$ cat config.mk
export PLATFORM = sky130hd
export DESIGN_NAME = stack_cmd_frontend_flat
export DESIGN_NICKNAME = d
export VERILOG_FILES = /design/src/rtl/stack_pkg.sv /design/src/rtl/stack_cmd_frontend_if.sv /design/src/rtl/stack_rsp_fifo.sv /design/src/rtl/stack_cmd_frontend.sv /design/src/flat_wrapper.sv
export SDC_FILE = /design/constraint.sdc
export NUM_CORES = 1
export LEC_CHECK = 0
export ABC_AREA = 1
export CAP_MARGIN = 0
export CELL_PAD_IN_SITES_DETAIL_PLACEMENT = 0
export CELL_PAD_IN_SITES_GLOBAL_PLACEMENT = 1
export CORE_UTILIZATION = 52
export CTS_CLUSTER_DIAMETER = 120
export CTS_CLUSTER_SIZE = 10
export DETAILED_ROUTE_END_ITERATION = 10
export DONT_BUFFER_PORTS = 1
export PLACE_DENSITY = 0.84
export SLEW_MARGIN = 5
export SYNTH_ARGS = -nofsm -noshare
export SYNTH_HDL_FRONTEND = slang
export SYNTH_HIERARCHICAL = 1
export SYNTH_SLANG_ARGS = --single-unit
export TNS_END_PERCENT = 50
$ cat constraint.sdc
create_clock -name clk -period 8 [get_ports clk]
set_input_delay 1.6 -clock clk [delete_from_list [all_inputs] [get_ports clk]]
set_output_delay 1.6 -clock clk [all_outputs]
set_load 0.05 [all_outputs]
$ cat src/rtl/stack_pkg.sv
// -----------------------------------------------------------------------------
// stack_pkg
// Shared types for the stack command front-end and its response FIFO.
//   op_t           : command opcode (OP_PUSH = 0, OP_POP = 1)
//   rsp_t          : one response entry {op, err, data}
//   MEM_RD_LAT_MAX : largest supported SRAM read latency
//   rsp_make       : builds a response entry; data is forced to zero unless
//                    the entry is a successful pop
// No ports (package).
// -----------------------------------------------------------------------------
package stack_pkg;

    typedef enum logic {
        OP_PUSH = 1'b0,
        OP_POP  = 1'b1
    } op_t;

    localparam int MEM_RD_LAT_MAX = 2;

    // Packages cannot be parameterised, so the response data field is sized
    // for the widest supported entry; narrower instances zero-extend and the
    // constant upper bits fall away in synthesis.
    localparam int RSP_DATA_W_MAX = 64;

    typedef struct packed {
        op_t                       op;
        logic                      err;
        logic [RSP_DATA_W_MAX-1:0] data;
    } rsp_t;

    function automatic rsp_t rsp_make(op_t op, logic err,
                                      logic [RSP_DATA_W_MAX-1:0] rdata);
        rsp_t r;
        r.op   = op;
        r.err  = err;
        r.data = (op == OP_POP && !err) ? rdata : '0;
        return r;
    endfunction

endpackage

$ cat src/rtl/stack_cmd_frontend_if.sv
// -----------------------------------------------------------------------------
// stack_cmd_frontend_if
// Bundles every non-clock/reset signal of stack_cmd_frontend. Signal names keep
// the i_/o_ prefixes as seen from the front-end itself.
//   command stream : i_cmd_vld, i_cmd_op, i_cmd_data, o_cmd_rdy
//   response stream: o_rsp_vld, o_rsp_op, o_rsp_err, o_rsp_data, i_rsp_rdy
//   controller     : o_cntrl_push, o_cntrl_pop, i_cntrl_full_w, i_cntrl_empty_w
//   SRAM           : o_mem_wdata, i_mem_rdata
// Modports: slave = the front-end, master = its surroundings.
// -----------------------------------------------------------------------------
interface stack_cmd_frontend_if #(
    parameter int W = 32
);
    import stack_pkg::*;

    logic         i_cmd_vld;
    op_t          i_cmd_op;
    logic [W-1:0] i_cmd_data;
    logic         o_cmd_rdy;

    logic         o_rsp_vld;
    op_t          o_rsp_op;
    logic         o_rsp_err;
    logic [W-1:0] o_rsp_data;
    logic         i_rsp_rdy;

    logic         o_cntrl_push;
    logic         o_cntrl_pop;
    logic         i_cntrl_full_w;
    logic         i_cntrl_empty_w;

    logic [W-1:0] o_mem_wdata;
    logic [W-1:0] i_mem_rdata;

    modport slave (
        input  i_cmd_vld, i_cmd_op, i_cmd_data, i_rsp_rdy,
               i_cntrl_full_w, i_cntrl_empty_w, i_mem_rdata,
        output o_cmd_rdy, o_rsp_vld, o_rsp_op, o_rsp_err, o_rsp_data,
               o_cntrl_push, o_cntrl_pop, o_mem_wdata
    );

    modport master (
        output i_cmd_vld, i_cmd_op, i_cmd_data, i_rsp_rdy,
               i_cntrl_full_w, i_cntrl_empty_w, i_mem_rdata,
        input  o_cmd_rdy, o_rsp_vld, o_rsp_op, o_rsp_err, o_rsp_data,
               o_cntrl_push, o_cntrl_pop, o_mem_wdata
    );

endinterface

$ cat src/rtl/stack_rsp_fifo.sv
// -----------------------------------------------------------------------------
// stack_rsp_fifo
// DEPTH-entry FIFO of rsp_t with registered outputs and valid/ready read side.
// The head entry lives in the output register; the remaining DEPTH-1 entries
// sit in a small ring behind it.
//   clk, arst_n : clock, asynchronous active-low reset
//   wr, wdata   : write strobe and entry (never asserted into a full FIFO)
//   vld, rdata  : registered head valid / head entry
//   rdy         : consumer ready; vld & rdy dequeues the head
//   cnt         : total entries held, including the head
// -----------------------------------------------------------------------------
module stack_rsp_fifo
    import stack_pkg::*;
#(
    parameter int DEPTH = 4
) (
    input  logic                         clk,
    input  logic                         arst_n,
    input  logic                         wr,
    input  rsp_t                         wdata,
    output logic                         vld,
    output rsp_t                         rdata,
    input  logic                         rdy,
    output logic [$clog2(DEPTH+1)-1:0]   cnt
);

    localparam int RING = DEPTH - 1;
    localparam int PW   = (RING > 1) ? $clog2(RING) : 1;
    localparam int CW   = $clog2(DEPTH + 1);

    rsp_t          ring [RING];
    logic [PW-1:0] wr_ptr, rd_ptr;
    logic [CW-1:0] ring_cnt;

    logic deq, refill, pop_ring, bypass, push_ring;

    function automatic logic [PW-1:0] ptr_next(logic [PW-1:0] p);
        return (p == PW'(RING - 1)) ? '0 : p + 1'b1;
    endfunction

    // The head register is refilled whenever it is empty or being consumed.
    // An incoming entry goes straight to the head only when nothing older is
    // waiting in the ring; otherwise it queues behind.
    assign deq       = vld & rdy;
    assign refill    = ~vld | deq;
    assign pop_ring  = refill & (ring_cnt != '0);
    assign bypass    = refill & (ring_cnt == '0) & wr;
    assign push_ring = wr & ~bypass;

    always_ff @(posedge clk or negedge arst_n) begin
        if (!arst_n) begin
            vld      <= 1'b0;
            rdata    <= '0;
            wr_ptr   <= '0;
            rd_ptr   <= '0;
            ring_cnt <= '0;
            cnt      <= '0;
        end else begin
            if (pop_ring) begin
                vld    <= 1'b1;
                rdata  <= ring[rd_ptr];
                rd_ptr <= ptr_next(rd_ptr);
            end else if (bypass) begin
                vld    <= 1'b1;
                rdata  <= wdata;
            end else if (refill) begin
                vld    <= 1'b0;
            end

            if (push_ring) begin
                wr_ptr <= ptr_next(wr_ptr);
            end

            case ({push_ring, pop_ring})
                2'b10:   ring_cnt <= ring_cnt + 1'b1;
                2'b01:   ring_cnt <= ring_cnt - 1'b1;
                default: ring_cnt <= ring_cnt;
            endcase

            case ({wr, deq})
                2'b10:   cnt <= cnt + 1'b1;
                2'b01:   cnt <= cnt - 1'b1;
                default: cnt <= cnt;
            endcase
        end
    end

    // Ring storage carries data only and needs no reset.
    always_ff @(posedge clk) begin
        if (push_ring) begin
            ring[wr_ptr] <= wdata;
        end
    end

    // The parent's credit scheme must make an overflowing write impossible.
    always @(posedge clk) begin
        if (arst_n) begin
            assert (!(wr && !deq && cnt == CW'(DEPTH)));
        end
    end

endmodule

$ cat src/rtl/stack_cmd_frontend.sv
// -----------------------------------------------------------------------------
// stack_cmd_frontend
// Command front-end upstream of a stack controller and its SRAM. Accepts
// PUSH/POP commands, issues push/pop strobes, captures SRAM read data after
// MEM_RD_LAT cycles and returns one in-order response per command.
//   clk    : clock
//   arst_n : asynchronous active-low reset
//   bus    : stack_cmd_frontend_if.slave (command, response, controller and
//            SRAM signals)
// Parameters: N (stack entries), W (data width), MEM_RD_LAT (1..2),
//             RSP_DEPTH (response FIFO depth, >= MEM_RD_LAT+2).
// -----------------------------------------------------------------------------
module stack_cmd_frontend
    import stack_pkg::*;
#(
    parameter int N          = 4,
    parameter int W          = 32,
    parameter int MEM_RD_LAT = 1,
    parameter int RSP_DEPTH  = 4
) (
    input  logic                 clk,
    input  logic                 arst_n,
    stack_cmd_frontend_if.slave  bus
);

    localparam int CW = $clog2(RSP_DEPTH + 1);

    logic          full_r, empty_r;
    logic [CW-1:0] inflight;
    logic [CW-1:0] fifo_cnt;
    logic [CW:0]   credit_used;

    logic acc, is_push, push_ok, pop_ok, err;

    logic vld_p [MEM_RD_LAT];
    op_t  op_p  [MEM_RD_LAT];
    logic err_p [MEM_RD_LAT];

    logic pipe_exit;
    rsp_t fifo_wdata, fifo_rdata;
    logic fifo_vld;
    logic unused_rsp_hi;

    // Credit: every accepted command owns a FIFO slot until its response is
    // dequeued, so the FIFO can never overflow. Registered counters only.
    assign credit_used   = {1'b0, inflight} + {1'b0, fifo_cnt};
    assign bus.o_cmd_rdy = credit_used < (CW+1)'(RSP_DEPTH);

    assign acc     = bus.i_cmd_vld & bus.o_cmd_rdy;
    assign is_push = (bus.i_cmd_op == OP_PUSH);
    assign push_ok = acc &  is_push & ~full_r;
    assign pop_ok  = acc & ~is_push & ~empty_r;
    assign err     = acc & ((is_push & full_r) | (~is_push & empty_r));

    assign bus.o_cntrl_push = push_ok;
    assign bus.o_cntrl_pop  = pop_ok;
    assign bus.o_mem_wdata  = bus.i_cmd_data;

    // Flags mirror the controller's next state, sampled only when it moves.
    always_ff @(posedge clk or negedge arst_n) begin
        if (!arst_n) begin
            full_r  <= 1'b0;
            empty_r <= 1'b1;
        end else if (push_ok || pop_ok) begin
            full_r  <= bus.i_cntrl_full_w;
            empty_r <= bus.i_cntrl_empty_w;
        end
    end

    // ---- stage p0 .. p(MEM_RD_LAT-1): align command with SRAM read data ----
    always_ff @(posedge clk or negedge arst_n) begin
        if (!arst_n) begin
            for (int i = 0; i < MEM_RD_LAT; i++) begin
                vld_p[i] <= 1'b0;
            end
        end else begin
            vld_p[0] <= acc;
            for (int i = 1; i < MEM_RD_LAT; i++) begin
                vld_p[i] <= vld_p[i-1];
            end
        end
    end

    always_ff @(posedge clk) begin
        op_p[0]  <= bus.i_cmd_op;
        err_p[0] <= err;
        for (int i = 1; i < MEM_RD_LAT; i++) begin
            op_p[i]  <= op_p[i-1];
            err_p[i] <= err_p[i-1];
        end
    end

    // ---- pipeline exit: read data is valid now, write the response ----
    assign pipe_exit  = vld_p[MEM_RD_LAT-1];
    assign fifo_wdata = rsp_make(op_p[MEM_RD_LAT-1], err_p[MEM_RD_LAT-1],
                                 RSP_DATA_W_MAX'(bus.i_mem_rdata));

    always_ff @(posedge clk or negedge arst_n) begin
        if (!arst_n) begin
            inflight <= '0;
        end else begin
            case ({acc, pipe_exit})
                2'b10:   inflight <= inflight + 1'b1;
                2'b01:   inflight <= inflight - 1'b1;
                default: inflight <= inflight;
            endcase
        end
    end

    stack_rsp_fifo #(
        .DEPTH (RSP_DEPTH)
    ) u_rsp_fifo (
        .clk    (clk),
        .arst_n (arst_n),
        .wr     (pipe_exit),
        .wdata  (fifo_wdata),
        .vld    (fifo_vld),
        .rdata  (fifo_rdata),
        .rdy    (bus.i_rsp_rdy),
        .cnt    (fifo_cnt)
    );

    assign bus.o_rsp_vld  = fifo_vld;
    assign bus.o_rsp_op   = fifo_rdata.op;
    assign bus.o_rsp_err  = fifo_rdata.err;
    assign bus.o_rsp_data = fifo_rdata.data[W-1:0];

    // Bits above W are always zero; folded here so they are not left dangling.
    assign unused_rsp_hi = ^fifo_rdata.data;

    // Configuration sanity.
    always @(posedge clk) begin
        assert (N >= 1 && MEM_RD_LAT >= 1 && MEM_RD_LAT <= MEM_RD_LAT_MAX &&
                RSP_DEPTH >= MEM_RD_LAT + 2 && W <= RSP_DATA_W_MAX);
    end

endmodule

$ cat src/flat_wrapper.sv
// flat-port wrapper written by rule: the top's interface ports become plain ports
module stack_cmd_frontend_flat import stack_pkg::*;
#(
    parameter int N          = 4,
    parameter int W          = 32,
    parameter int MEM_RD_LAT = 1,
    parameter int RSP_DEPTH  = 4
)
  (clk, arst_n, bus_i_cmd_vld, bus_i_cmd_op, bus_i_cmd_data, bus_i_rsp_rdy, bus_i_cntrl_full_w, bus_i_cntrl_empty_w, bus_i_mem_rdata, bus_o_cmd_rdy, bus_o_rsp_vld, bus_o_rsp_op, bus_o_rsp_err, bus_o_rsp_data, bus_o_cntrl_push, bus_o_cntrl_pop, bus_o_mem_wdata);
  stack_cmd_frontend_if #(.W(W)) bus_i ();
  input  logic clk;
  input  logic arst_n;
  input wire logic [$bits(bus_i.i_cmd_vld)-1:0] bus_i_cmd_vld;
  input wire logic [$bits(bus_i.i_cmd_op)-1:0] bus_i_cmd_op;
  input wire logic [$bits(bus_i.i_cmd_data)-1:0] bus_i_cmd_data;
  input wire logic [$bits(bus_i.i_rsp_rdy)-1:0] bus_i_rsp_rdy;
  input wire logic [$bits(bus_i.i_cntrl_full_w)-1:0] bus_i_cntrl_full_w;
  input wire logic [$bits(bus_i.i_cntrl_empty_w)-1:0] bus_i_cntrl_empty_w;
  input wire logic [$bits(bus_i.i_mem_rdata)-1:0] bus_i_mem_rdata;
  output wire logic [$bits(bus_i.o_cmd_rdy)-1:0] bus_o_cmd_rdy;
  output wire logic [$bits(bus_i.o_rsp_vld)-1:0] bus_o_rsp_vld;
  output wire logic [$bits(bus_i.o_rsp_op)-1:0] bus_o_rsp_op;
  output wire logic [$bits(bus_i.o_rsp_err)-1:0] bus_o_rsp_err;
  output wire logic [$bits(bus_i.o_rsp_data)-1:0] bus_o_rsp_data;
  output wire logic [$bits(bus_i.o_cntrl_push)-1:0] bus_o_cntrl_push;
  output wire logic [$bits(bus_i.o_cntrl_pop)-1:0] bus_o_cntrl_pop;
  output wire logic [$bits(bus_i.o_mem_wdata)-1:0] bus_o_mem_wdata;
  assign bus_i.i_cmd_vld = bus_i_cmd_vld;
  assign bus_i.i_cmd_op = bus_i_cmd_op;
  assign bus_i.i_cmd_data = bus_i_cmd_data;
  assign bus_i.i_rsp_rdy = bus_i_rsp_rdy;
  assign bus_i.i_cntrl_full_w = bus_i_cntrl_full_w;
  assign bus_i.i_cntrl_empty_w = bus_i_cntrl_empty_w;
  assign bus_i.i_mem_rdata = bus_i_mem_rdata;
  assign bus_o_cmd_rdy = bus_i.o_cmd_rdy;
  assign bus_o_rsp_vld = bus_i.o_rsp_vld;
  assign bus_o_rsp_op = bus_i.o_rsp_op;
  assign bus_o_rsp_err = bus_i.o_rsp_err;
  assign bus_o_rsp_data = bus_i.o_rsp_data;
  assign bus_o_cntrl_push = bus_i.o_cntrl_push;
  assign bus_o_cntrl_pop = bus_i.o_cntrl_pop;
  assign bus_o_mem_wdata = bus_i.o_mem_wdata;
  stack_cmd_frontend #(.N(N), .W(W), .MEM_RD_LAT(MEM_RD_LAT), .RSP_DEPTH(RSP_DEPTH)) u_core (.clk(clk), .arst_n(arst_n), .bus(bus_i));
endmodule
==> impl_metrics.prom, run 1 <==
# TYPE chip_impl_metric gauge
chip_impl_info{name="status",value="completed"} 1
chip_impl_metric{name="detailedRoute.firstIterationViolations",unit=""} 397
chip_impl_metric{name="worst_ep_required_time",unit="ns"} 8.30
chip_impl_metric{name="post-route-period-util",unit=""} 0.4865
chip_impl_metric{name="regToRegSetupSlack",unit="ns"} 4.61
chip_impl_info{name="crit_type",value="in2reg"} 1
chip_impl_metric{name="vdd_drop_max",unit="uV"} 249.9
chip_impl_metric{name="routed_wl_per_cell",unit="um"} 17.04
chip_impl_metric{name="finalPower",unit="mW"} 3.259
chip_impl_info{name="worstReg2RegEnd",value="u_core/u_rsp_fifo/ring_cnt[2]"} 1
chip_impl_metric{name="route.final.wire_length",unit="um"} 14480
chip_impl_metric{name="fillerInstances",unit=""} 1137
chip_impl_metric{name="use_met1",unit=""} 0.2719
chip_impl_metric{name="critPathMaxFanout",unit=""} 39
chip_impl_metric{name="initial_core_utilization",unit=""} 0.5340
chip_impl_metric{name="crit_path_max_incr_delay",unit="ns"} 0.64
chip_impl_metric{name="floorplan.io_pins",unit=""} 141
chip_impl_metric{name="static-leakage-power",unit="nW"} 3.206
chip_impl_metric{name="cts.path.max_buffers",unit=""} 2
chip_impl_metric{name="synthesis.area",unit="sq mm"} 0.007099
chip_impl_metric{name="grt_util_met2",unit=""} 0.3571
chip_impl_metric{name="clock-sinks",unit=""} 155
chip_impl_info{name="whs_endpoint",value="u_core/empty_r"} 1
chip_impl_metric{name="synth.avg_cell_area",unit="sq um"} 9.929
chip_impl_metric{name="design.die.area",unit="sq mm"} 0.01412
chip_impl_metric{name="placementRows",unit=""} 42
chip_impl_metric{name="finalCriticalPeriod",unit="ns"} 3.892
chip_impl_info{name="crit_path_cell_trace",value="inv_1, nand2_2, nand2_1, inv_2, ha_1, inv_1, fa_1, a21oi_1, o21ai_0, xnor2_1"} 1
chip_impl_metric{name="antenna_cells_inserted",unit=""} 0
chip_impl_metric{name="remaining_drc_errors",unit=""} 0
chip_impl_metric{name="worstSkewPairLatency",unit="ns"} 0.42
chip_impl_metric{name="vias_in_the_first_global_route",unit=""} 4496
chip_impl_metric{name="areaGrowthSynthToFinish",unit="%"} 5.287
chip_impl_info{name="globalRoute.busiestLayer",value="met2"} 1
chip_impl_metric{name="dr_total_vias",unit=""} 4466
chip_impl_metric{name="first_pass_grt_wire_length",unit="um"} 23400
chip_impl_metric{name="worst-path-buf-inv",unit=""} 3
chip_impl_metric{name="timing.final.max_slew_violations",unit=""} 0
chip_impl_metric{name="drv_cap",unit=""} 0
chip_impl_metric{name="num-nets-final",unit=""} 740
chip_impl_metric{name="ctsHoldBuffers",unit=""} 0
chip_impl_info{name="timing.critical_path.to_type",value="flip-flop"} 1
chip_impl_metric{name="routed_via_density",unit=""} 5.254
chip_impl_metric{name="tritoncts_buffer_count",unit=""} 17
chip_impl_metric{name="final-setup-viol-count",unit=""} 0
chip_impl_metric{name="worst_hold_path.num_cells",unit=""} 2
chip_impl_metric{name="io_buffers",unit=""} 0
chip_impl_info{name="crit_path_top_delay_cell",value="sky130_fd_sc_hd__nand2_2"} 1
chip_impl_info{name="cts-root-buf",value="sky130_fd_sc_hd__clkbuf_16"} 1
chip_impl_metric{name="die_h",unit="um"} 118.8
chip_impl_metric{name="final_layout_size_suffix_gt1_frac",unit=""} 0.07864
chip_impl_metric{name="cts.reportedPaths.clkPinSlew",unit="ns"} 0.06
chip_impl_metric{name="die_x",unit="um"} 118.8
chip_impl_metric{name="place.detailed.hpwl",unit="um"} 8350
chip_impl_metric{name="final-hold-violation-count",unit=""} 0
chip_impl_metric{name="postCtsSetupBuffers",unit=""} 0
chip_impl_metric{name="grt_max_degree",unit=""} 52
chip_impl_info{name="grt_setup_unrepaired",value="no"} 1
chip_impl_metric{name="synth_nets",unit=""} 794
chip_impl_metric{name="totalNegativeSetupSlack",unit="ns"} 0
chip_impl_metric{name="globalRouteTotalUtil",unit=""} 0.2194
chip_impl_info{name="cts_tree",value="done"} 1
chip_impl_metric{name="yosysWarningCount",unit=""} 6
chip_impl_info{name="hold_path.class",value="reg2reg"} 1
chip_impl_metric{name="rr_worst_depth",unit=""} 9
chip_impl_metric{name="globalplace.congestion",unit=""} 0.7303
chip_impl_info{name="startpoint_type",value="input pin"} 1
chip_impl_metric{name="cp.arrival",unit="ns"} 4.19
chip_impl_metric{name="postSynthCellCount",unit=""} 715
chip_impl_metric{name="post_cts.resized_instances",unit=""} 0
chip_impl_metric{name="antenna_left",unit=""} 0
chip_impl_metric{name="grt-ovfl-total",unit=""} 0
chip_impl_info{name="critical_path.reg2reg.startpoint",value="u_core/u_rsp_fifo/vld"} 1
chip_impl_metric{name="finClkSkew",unit="ns"} 0.003938
chip_impl_info{name="cell_family_with_the_largest_share_of_critical_path_delay",value="simple AND/OR/NAND/NOR gates"} 1
chip_impl_metric{name="met3_usage",unit=""} 0.05843
chip_impl_metric{name="worstMarginPinSlew",unit="ns"} 1.160
chip_impl_metric{name="worst_slew_margin_rel",unit=""} 0.2260
chip_impl_info{name="hold_path_startpoint",value="u_core/empty_r"} 1
chip_impl_metric{name="utilization",unit=""} 0.5622
chip_impl_metric{name="grt_antenna_before_repair",unit=""} 0
chip_impl_metric{name="core_area",unit="sq mm"} 0.01330
chip_impl_metric{name="htreeDepth",unit=""} 4
chip_impl_metric{name="firstDrtPassIters",unit=""} 5
chip_impl_info{name="critical-path-top-cell-by-count",value="sky130_fd_sc_hd__inv_1"} 1
chip_impl_metric{name="maximum_achievable_frequency",unit="GHz"} 0.2569
chip_impl_metric{name="cellPowerDensity",unit="mW/mm^2"} 436.1
==> state kept, by name, summed over array words and instances (netlist names) <==
register                    count
u_core/empty_r                  1
u_core/u_rsp_fifo/wr_ptr        2
u_core/u_rsp_fifo/rdata        34
u_core/pipe_exit                1
u_core/u_rsp_fifo/vld           1
u_core/err_p                    1
u_core/full_r                   1
u_core/u_rsp_fifo/rd_ptr        2
u_core/op_p                     1
u_core/u_rsp_fifo/ring_cnt      3
u_core/u_rsp_fifo/ring        102
u_core/inflight                 3
u_core/u_rsp_fifo/cnt           3
==> cell type report <==
| type | count | area, sq um | share of cell area |
|---|---|---|---|
| tap | 176 | 220.2 | 0.02946 |
| clock inverter | 8 | 138.9 | 0.01858 |
| multi-input combinational | 429 | 2021 | 0.2703 |
| timing repair buffer | 4 | 30.03 | 0.004017 |
| clock buffer | 24 | 481.7 | 0.06445 |
| sequential | 155 | 4380 | 0.5860 |
| inverter | 54 | 202.7 | 0.02712 |
==> cells in the final DEF (no fill, tap or decap), drive strengths merged <==
cell type / instances
a21boi: 23
a21oi: 37
buf: 4
bufinv: 4
clkbuf: 24
clkinv: 5
dfrtp: 50
dfstp: 1
dfxtp: 2
edfxtp: 102
fa: 3
ha: 5
inv: 53
mux2: 1
nand2: 228
nand3: 36
nand4: 2
nor2: 75
nor3: 1
nor3b: 1
o21ai: 10
or2: 1
xnor2: 6
==> per-layer routing <==
| layer | wire length, um | up-vias |
|---|---|---|
| met1 | 6331 | 2133 |
| met5 | 0 | - |
| met4 | 425 | 0 |
| li1 | - | 2149 |
| met3 | 797 | 49 |
| met2 | 6928 | 135 |
==> power breakdown <==
group | switching [mW] | internal, mW | leakage [nW]
Combinational | 0.648 | 0.293 | 1.32
Clock | 0.294 | 0.544 | 0.306
Sequential | 0.420 | 1.06 | 1.58
==> per-stage QoR <==
stage	worst slack, ns	area (sq um)	cells	hold slack (ns)
6_report	4.108	7475	850	0.4768
4_1_cts	4.134	7475	850	0.4757
3_5_place_dp	3.685	6854	818	0.4656
2_1_floorplan	3.062	7099	715	0.4465
5_1_grt	3.957	7475	850	0.4962
3_3_place_gp	3.778	6854	818	0.4599
==> how the worst max path moves through the flow <==
stage | from | to | slack (ns) | depth (start not counted)
2_1_floorplan | bus_i_rsp_rdy | u_core/u_rsp_fifo/ring[2][0] | 3.06 | 6
3_5_place_dp | bus_i_rsp_rdy | u_core/u_rsp_fifo/ring_cnt[2] | 3.69 | 10
4_1_cts | bus_i_rsp_rdy | u_core/u_rsp_fifo/ring_cnt[2] | 4.13 | 10
3_3_place_gp | bus_i_rsp_rdy | u_core/u_rsp_fifo/ring_cnt[2] | 3.78 | 10
6_report | bus_i_rsp_rdy | u_core/u_rsp_fifo/ring_cnt[2] | 4.11 | 10
5_1_grt | bus_i_rsp_rdy | u_core/u_rsp_fifo/ring_cnt[2] | 3.96 | 10
==> worst reg2reg max path: stages (launching register included) <==
cell and delay, ns:
sky130_fd_sc_hd__dfrtp_1 0.58, sky130_fd_sc_hd__nand2_2 0.76, sky130_fd_sc_hd__nand2_1 0.17, sky130_fd_sc_hd__inv_2 0.60
sky130_fd_sc_hd__ha_1 0.28, sky130_fd_sc_hd__inv_1 0.08, sky130_fd_sc_hd__fa_1 0.39, sky130_fd_sc_hd__a21oi_1 0.15
sky130_fd_sc_hd__o21ai_0 0.11, sky130_fd_sc_hd__xnor2_1 0.14
Power figures use the tool's default switching activity.
==> run 2: changes to the inputs <==
- clock period: 8 -> 3.9 ns (I/O delays scaled with it)
==> run 2 against run 1 <==
Compared with the run above: first-iteration DRC count decreased by 24%; die area unchanged; worst hold slack worse by 0.43 ns; clock-buffer cell count shrank 6; via count increased by 1.1%; setup slack worse by 3.1 ns; sequential cell count unchanged; register-to-register slack lost 3.2 ns; sequential share of layout area down 0.40 points; power rose by 110%; clock skew increased by 0.0030 ns; routed wire length fell by 1.8%.
==> impl_metrics.prom, run 2 (synthesis gave the netlist of run 1 again) <==
# TYPE chip_impl_metric gauge
chip_impl_metric{name="die_x",unit="um"} 118.8
chip_impl_metric{name="clock-sinks",unit=""} 155
chip_impl_metric{name="internal_power",unit="mW"} 3.920
chip_impl_metric{name="drv_cap",unit=""} 0
chip_impl_metric{name="seq_power_share",unit=""} 0.449
chip_impl_metric{name="totalNegativeSetupSlack",unit="ns"} 0
chip_impl_metric{name="design.die.area",unit="sq mm"} 0.01412
chip_impl_metric{name="floorplan.io_pins",unit=""} 141
chip_impl_metric{name="routed_via_density",unit=""} 5.295
chip_impl_info{name="cts_tree",value="done"} 1
chip_impl_info{name="timing.critical_path.to_type",value="output port"} 1
chip_impl_metric{name="grt-ovfl-total",unit=""} 0
chip_impl_info{name="status",value="completed"} 1
chip_impl_info{name="worstReg2RegEnd",value="u_core/u_rsp_fifo/ring[1][11]"} 1
chip_impl_metric{name="cts.path.max_buffers",unit=""} 2
chip_impl_metric{name="vias_in_the_first_global_route",unit=""} 4577
chip_impl_metric{name="fillerInstances",unit=""} 1137
chip_impl_metric{name="vdd_drop_max",unit="uV"} 498.1
chip_impl_info{name="grt_setup_unrepaired",value="no"} 1
chip_impl_metric{name="remaining_drc_errors",unit=""} 0
chip_impl_metric{name="static-leakage-power",unit="nW"} 3.227
chip_impl_metric{name="rr_worst_depth",unit=""} 4
chip_impl_metric{name="areaGrowthSynthToFinish",unit="%"} 6.010
chip_impl_metric{name="grt_max_degree",unit=""} 52
chip_impl_metric{name="detailedRoute.firstIterationViolations",unit=""} 300
chip_impl_metric{name="globalplace.congestion",unit=""} 0.7445
chip_impl_metric{name="route.final.wire_length",unit="um"} 14220
chip_impl_info{name="layout.cells.most_common_list",value="sky130_fd_sc_hd__nand2_1, sky130_fd_sc_hd__edfxtp_1, sky130_fd_sc_hd__nor2_1"} 1
chip_impl_metric{name="largest_register_ff_count",unit=""} 102
chip_impl_metric{name="globalRouteTotalUtil",unit=""} 0.2205
chip_impl_metric{name="worstSkewPairLatency",unit="ns"} 0.43
chip_impl_info{name="crit_type",value="reg2out"} 1
chip_impl_metric{name="finClkSkew",unit="ns"} 0.006968
chip_impl_metric{name="finalCriticalPeriod",unit="ns"} 2.930
chip_impl_metric{name="grt_antenna_before_repair",unit=""} 0
chip_impl_metric{name="seq_cell_area",unit="sq mm"} 0.004380
chip_impl_metric{name="tritoncts_buffer_count",unit=""} 17
chip_impl_info{name="cts-root-buf",value="sky130_fd_sc_hd__clkbuf_16"} 1
chip_impl_metric{name="place.detailed.hpwl",unit="um"} 8259
chip_impl_metric{name="final_layout_size_suffix_gt1_frac",unit=""} 0.08567
chip_impl_info{name="worst_setup_path_startpoint",value="u_core/inflight[1]"} 1
chip_impl_metric{name="initial_core_utilization",unit=""} 0.5340
chip_impl_metric{name="cp.arrival",unit="ns"} 2.15
chip_impl_metric{name="core_area",unit="sq mm"} 0.01330
chip_impl_metric{name="die_h",unit="um"} 118.8
chip_impl_metric{name="worst_ep_required_time",unit="ns"} 3.12
chip_impl_metric{name="dr_total_vias",unit=""} 4517
chip_impl_metric{name="post-route-period-util",unit=""} 0.7513
chip_impl_metric{name="placementRows",unit=""} 42
chip_impl_metric{name="net-switching-power",unit="mW"} 2.837
chip_impl_metric{name="final-setup-viol-count",unit=""} 0
chip_impl_metric{name="routed_wl_per_cell",unit="um"} 16.67
chip_impl_info{name="hold_path.class",value="in2async"} 1
chip_impl_metric{name="cts.reportedPaths.clkPinSlew",unit="ns"} 0.06
chip_impl_info{name="critical_path.reg2reg.startpoint",value="u_core/u_rsp_fifo/vld"} 1
chip_impl_metric{name="worst_slew_margin_rel",unit=""} 0.1858
chip_impl_metric{name="firstDrtPassIters",unit=""} 5
chip_impl_metric{name="post_cts.resized_instances",unit=""} 0
chip_impl_metric{name="postCtsSetupBuffers",unit=""} 0
chip_impl_info{name="layout_commonest_cell",value="sky130_fd_sc_hd__nand2_1"} 1
chip_impl_info{name="largest_register",value="u_core/u_rsp_fifo/ring"} 1
chip_impl_metric{name="first_pass_grt_wire_length",unit="um"} 23510
chip_impl_metric{name="worstMarginPinSlew",unit="ns"} 1.220
chip_impl_metric{name="htreeDepth",unit=""} 4
chip_impl_metric{name="ctsHoldBuffers",unit=""} 0
chip_impl_metric{name="final-hold-violation-count",unit=""} 0
chip_impl_metric{name="antenna_left",unit=""} 0
chip_impl_metric{name="multi_input_gate_area",unit="sq mm"} 0.002027
chip_impl_info{name="layout_top_registers",value="u_core/u_rsp_fifo/ring: 102 flops, u_core/u_rsp_fifo/rdata: 34 flops"} 1
chip_impl_metric{name="num-nets-final",unit=""} 743
chip_impl_metric{name="clockPowerShare",unit=""} 0.261
chip_impl_metric{name="maximum_achievable_frequency",unit="GHz"} 0.3413
chip_impl_metric{name="sw_frac_of_total",unit=""} 0.4199
chip_impl_info{name="critPathCapture",value="bus_o_cntrl_push"} 1
chip_impl_metric{name="antenna_cells_inserted",unit=""} 0
chip_impl_metric{name="io_buffers",unit=""} 0
chip_impl_metric{name="cellPowerDensity",unit="mW/mm^2"} 897.9
chip_impl_metric{name="utilization",unit=""} 0.5661
chip_impl_metric{name="regToRegSetupSlack",unit="ns"} 1.40
chip_impl_metric{name="critPathMaxFanout",unit=""} 3
chip_impl_metric{name="timing.final.max_slew_violations",unit=""} 0
chip_impl_metric{name="power.combinational.fraction",unit=""} 0.290
chip_impl_info{name="startpoint_type",value="flip-flop"} 1
## run 2: worst min path at each step
stage	cells past startpoint	slack [ns]	end
after floorplan	1	0.45	u_core/u_rsp_fifo/ring_cnt[0]
after global placement	2	0.46	u_core/empty_r
after detailed placement	1	0.47	u_core/u_rsp_fifo/ring_cnt[0]
after CTS	0	0.03	u_core/u_rsp_fifo/ring_cnt[0]
after global routing	0	0.02	u_core/u_rsp_fifo/rdata[0]
final	0	0.05	u_core/inflight[0]
## run 2: through the flow
| step | setup slack [ns] | instances | hold WS (ns) | cell area (sq um) | power, mW |
|---|---|---|---|---|---|
| after floorplan | 0.7058 | 715 | 0.4465 | 7104 | 4.749 |
| after global placement | 1.321 | 821 | 0.4568 | 6895 | 4.971 |
| after detailed placement | 1.308 | 821 | 0.4668 | 6895 | 5.031 |
| after CTS | 0.9392 | 853 | 0.02866 | 7526 | 6.803 |
| after global routing | 0.8879 | 853 | 0.02323 | 7526 | 7.176 |
| final | 0.9701 | 853 | 0.04654 | 7526 | 6.758 |
## run 2: layer usage
| metal | vias up | GRT usage | wire (um) |
|---|---|---|---|
| li1 | 2165 | - | - |
| met1 | 2166 | 0.2694 | 5861 |
| met2 | 150 | 0.3465 | 6888 |
| met3 | 36 | 0.08333 | 1132 |
| met4 | 0 | 0.1036 | 338 |
| met5 | - | 0 | 0 |
## run 2: worst max-delay path, cell delays in order, from the launching register on
cell	delay, ns
sky130_fd_sc_hd__dfrtp_1	0.41
sky130_fd_sc_hd__ha_1	0.32
sky130_fd_sc_hd__inv_2	0.07
sky130_fd_sc_hd__nor2_4	0.05
sky130_fd_sc_hd__nor2_4	0.33
sky130_fd_sc_hd__nand4_2	0.17
sky130_fd_sc_hd__inv_1	0.37
## run 2: power groups by stage
| stage | registers (mW) | logic (mW) | clock network (mW) |
|---|---|---|---|
| global route | 3.08 | 2.24 | 1.85 |
| CTS | 3.04 | 1.98 | 1.78 |
| detailed placement | 3.07 | 1.96 | 0 |
| global placement | 3.06 | 1.91 | 0 |
| finish | 3.03 | 1.96 | 1.76 |
| floorplan | 2.99 | 1.76 | 0 |
## run 2: final cells by class
type | instances | area share
clock buffer | 18 | 0.05702
clock inverter | 14 | 0.02677
inverter | 54 | 0.02693
multi-input combinational | 429 | 0.2693
sequential | 155 | 0.5820
tap | 176 | 0.02926
timing repair buffer | 7 | 0.008645
==> run 3: changes to the inputs <==
- clock period: 3.9 -> 3.1 ns (I/O delays scaled with it)
==> run 3 against run 2 <==
Compared with the run above: largest cell class unchanged; cell area grew 0.52%; critical path depth is the same; critical path type unchanged; die area is the same; register-to-register slack lost 0.76 ns; sequential cell count is the same; via count grew 1.1%; combinational power grew 29%.
==> impl_metrics.prom, run 3 (synthesis gave the netlist of run 1 again) <==
# TYPE chip_impl_metric gauge
chip_impl_metric{name="detailedRoute.firstIterationViolations",unit=""} 324
chip_impl_metric{name="htreeDepth",unit=""} 4
chip_impl_info{name="layout_top_registers",value="u_core/u_rsp_fifo/ring: 102 flops, u_core/u_rsp_fifo/rdata: 34 flops"} 1
chip_impl_metric{name="num-nets-final",unit=""} 750
chip_impl_metric{name="post-route-period-util",unit=""} 0.8905
chip_impl_info{name="cts-root-buf",value="sky130_fd_sc_hd__clkbuf_16"} 1
chip_impl_metric{name="grt_antenna_before_repair",unit=""} 0
chip_impl_metric{name="fillerInstances",unit=""} 1152
chip_impl_info{name="crit_type",value="reg2out"} 1
chip_impl_metric{name="firstDrtPassIters",unit=""} 5
chip_impl_metric{name="crit_path_max_incr_delay",unit="ns"} 0.41
chip_impl_metric{name="finalCriticalPeriod",unit="ns"} 2.760
chip_impl_metric{name="remaining_drc_errors",unit=""} 0
chip_impl_info{name="critical_path.reg2reg.startpoint",value="u_core/u_rsp_fifo/vld"} 1
chip_impl_info{name="hold_path.class",value="in2async"} 1
chip_impl_metric{name="die_x",unit="um"} 118.8
chip_impl_metric{name="worst_slew_margin_rel",unit=""} 0.2126
chip_impl_info{name="layout_commonest_cell",value="sky130_fd_sc_hd__nand2_1"} 1
chip_impl_metric{name="globalplace.congestion",unit=""} 0.7331
chip_impl_metric{name="antenna_left",unit=""} 0
chip_impl_metric{name="seq_cell_area",unit="sq mm"} 0.004380
chip_impl_metric{name="post_cts.resized_instances",unit=""} 0
chip_impl_metric{name="initial_core_utilization",unit=""} 0.5340
chip_impl_metric{name="maximum_achievable_frequency",unit="GHz"} 0.3623
chip_impl_info{name="layout.cells.most_common_list",value="sky130_fd_sc_hd__nand2_1, sky130_fd_sc_hd__edfxtp_1, sky130_fd_sc_hd__nor2_1"} 1
chip_impl_metric{name="route.final.wire_length",unit="um"} 14530
chip_impl_metric{name="dr_total_vias",unit=""} 4566
chip_impl_metric{name="clock-sinks",unit=""} 155
chip_impl_metric{name="cts.reportedPaths.clkPinSlew",unit="ns"} 0.06
chip_impl_metric{name="placementRows",unit=""} 42
chip_impl_metric{name="io_buffers",unit=""} 0
chip_impl_metric{name="tritoncts_buffer_count",unit=""} 17
chip_impl_metric{name="die_h",unit="um"} 118.8
chip_impl_metric{name="final-hold-violation-count",unit=""} 0
chip_impl_metric{name="vdd_drop_max",unit="uV"} 614.0
chip_impl_metric{name="static-leakage-power",unit="nW"} 3.251
chip_impl_metric{name="globalRouteTotalUtil",unit=""} 0.2261
chip_impl_metric{name="antenna_cells_inserted",unit=""} 0
chip_impl_info{name="startpoint_type",value="flip-flop"} 1
chip_impl_metric{name="grt_max_degree",unit=""} 51
chip_impl_metric{name="finalPower",unit="mW"} 8.381
chip_impl_metric{name="first_pass_grt_wire_length",unit="um"} 24340
chip_impl_info{name="worstReg2RegEnd",value="u_core/u_rsp_fifo/ring_cnt[2]"} 1
chip_impl_metric{name="totalNegativeSetupSlack",unit="ns"} 0
chip_impl_metric{name="drv_cap",unit=""} 0
chip_impl_metric{name="critPathMaxFanout",unit=""} 3
chip_impl_metric{name="areaGrowthSynthToFinish",unit="%"} 6.556
chip_impl_metric{name="setup_slack",unit="ns"} 0.3396
chip_impl_metric{name="largest_register_ff_count",unit=""} 102
chip_impl_metric{name="cts.path.max_buffers",unit=""} 2
chip_impl_info{name="crit_path_cell_trace",value="ha_1, inv_2, nor2_4, nor2_4, nand4_2, inv_1"} 1
chip_impl_info{name="grt_setup_unrepaired",value="no"} 1
chip_impl_metric{name="timing.final.max_slew_violations",unit=""} 0
chip_impl_metric{name="final-setup-viol-count",unit=""} 0
chip_impl_metric{name="worst_hold_slack",unit="ns"} 0.04113
chip_impl_metric{name="routed_wl_per_cell",unit="um"} 16.89
chip_impl_metric{name="dpl_worst_slack",unit="ns"} 0.6433
chip_impl_metric{name="core_area",unit="sq mm"} 0.01330
chip_impl_metric{name="detailed_place.area",unit="sq mm"} 0.006953
chip_impl_metric{name="vias_in_the_first_global_route",unit=""} 4790
chip_impl_metric{name="worstMarginPinSlew",unit="ns"} 1.180
chip_impl_info{name="worst_setup_path_startpoint",value="u_core/inflight[1]"} 1
chip_impl_metric{name="rr_worst_depth",unit=""} 10
chip_impl_metric{name="postCtsSetupBuffers",unit=""} 0
chip_impl_metric{name="fin_area",unit="sq mm"} 0.007565
chip_impl_metric{name="multi_input_gate_area",unit="sq mm"} 0.002027
chip_impl_metric{name="cellPowerDensity",unit="mW/mm^2"} 1108
chip_impl_metric{name="regToRegSetupSlack",unit="ns"} 0.64
chip_impl_metric{name="worst_ep_required_time",unit="ns"} 2.48
chip_impl_metric{name="place.detailed.hpwl",unit="um"} 8637
chip_impl_metric{name="grt-ovfl-total",unit=""} 0
chip_impl_metric{name="cp.arrival",unit="ns"} 2.14
chip_impl_metric{name="design.die.area",unit="sq mm"} 0.01412
chip_impl_metric{name="ctsHoldBuffers",unit=""} 1
chip_impl_metric{name="final_layout_size_suffix_gt1_frac",unit=""} 0.09503
chip_impl_info{name="cts_tree",value="done"} 1
chip_impl_metric{name="floorplan.io_pins",unit=""} 141
chip_impl_info{name="critPathCapture",value="bus_o_cntrl_push"} 1
chip_impl_info{name="timing.critical_path.to_type",value="output port"} 1
chip_impl_metric{name="worstSkewPairLatency",unit="ns"} 0.42
chip_impl_info{name="status",value="completed"} 1
chip_impl_info{name="critical-path-top-cell-by-count",value="sky130_fd_sc_hd__nor2_4"} 1
chip_impl_metric{name="routed_via_density",unit=""} 5.309
chip_impl_info{name="largest_register",value="u_core/u_rsp_fifo/ring"} 1
chip_impl_info{name="crit_path_top_delay_cell",value="sky130_fd_sc_hd__dfrtp_1"} 1
chip_impl_metric{name="finClkSkew",unit="ns"} 0.01042
==> run 3: final cells by class <==
class | count | share of cell area
Inverter | 54 | 0.02679
Timing Repair Buffer | 14 | 0.01985
Clock inverter | 13 | 0.02001
Sequential cell | 155 | 0.5791
Multi-Input combinational cell | 429 | 0.2679
Tap cell | 176 | 0.02911
Clock buffer | 19 | 0.05723
==> run 3: power breakdown <==
group / switching (mW) / total (mW) / internal [mW]
logic: 1.71 / 2.52 / 0.806
clock network: 0.794 / 2.05 / 1.26
registers: 1.08 / 3.81 / 2.73
==> run 3: how the worst min path moves through the flow <==
| stage | endpoint | cells after the start | startpoint |
|---|---|---|---|
| after floorplan | u_core/full_r | 0 | arst_n |
| after global placement | u_core/u_rsp_fifo/rdata[3] | 0 | arst_n |
| after detailed placement | u_core/u_rsp_fifo/rdata[3] | 0 | arst_n |
| after CTS | u_core/empty_r | 0 | arst_n |
| after global routing | u_core/empty_r | 0 | arst_n |
| final | u_core/empty_r | 0 | arst_n |
==> run 3: stage by stage <==
stage | utilization | cells
floorplan | - | 715
detailed placement | 0.5230 | 827
CTS | 0.5690 | 860
global placement | 0.5230 | 827
finish | 0.5690 | 860
global route | 0.5690 | 860
==> run 3: critical path, delay by kind of cell (launching register included) <==
family | cells | cell delay (ns)
simple gates | 3 | 0.56
buf+inv | 2 | 0.44
flops | 1 | 0.41
fa+ha+maj | 1 | 0.31
==> run 3: metal layers <==
layer	vias to the layer above	part of all wire	wire, um	global-route usage
met3	31	0.060	865	0.04981
li1	2175	-	-	-
met2	159	0.50	7286	0.3743
met4	0	0.023	327	0.1060
met1	2201	0.42	6047	0.2835
met5	-	0	0	0
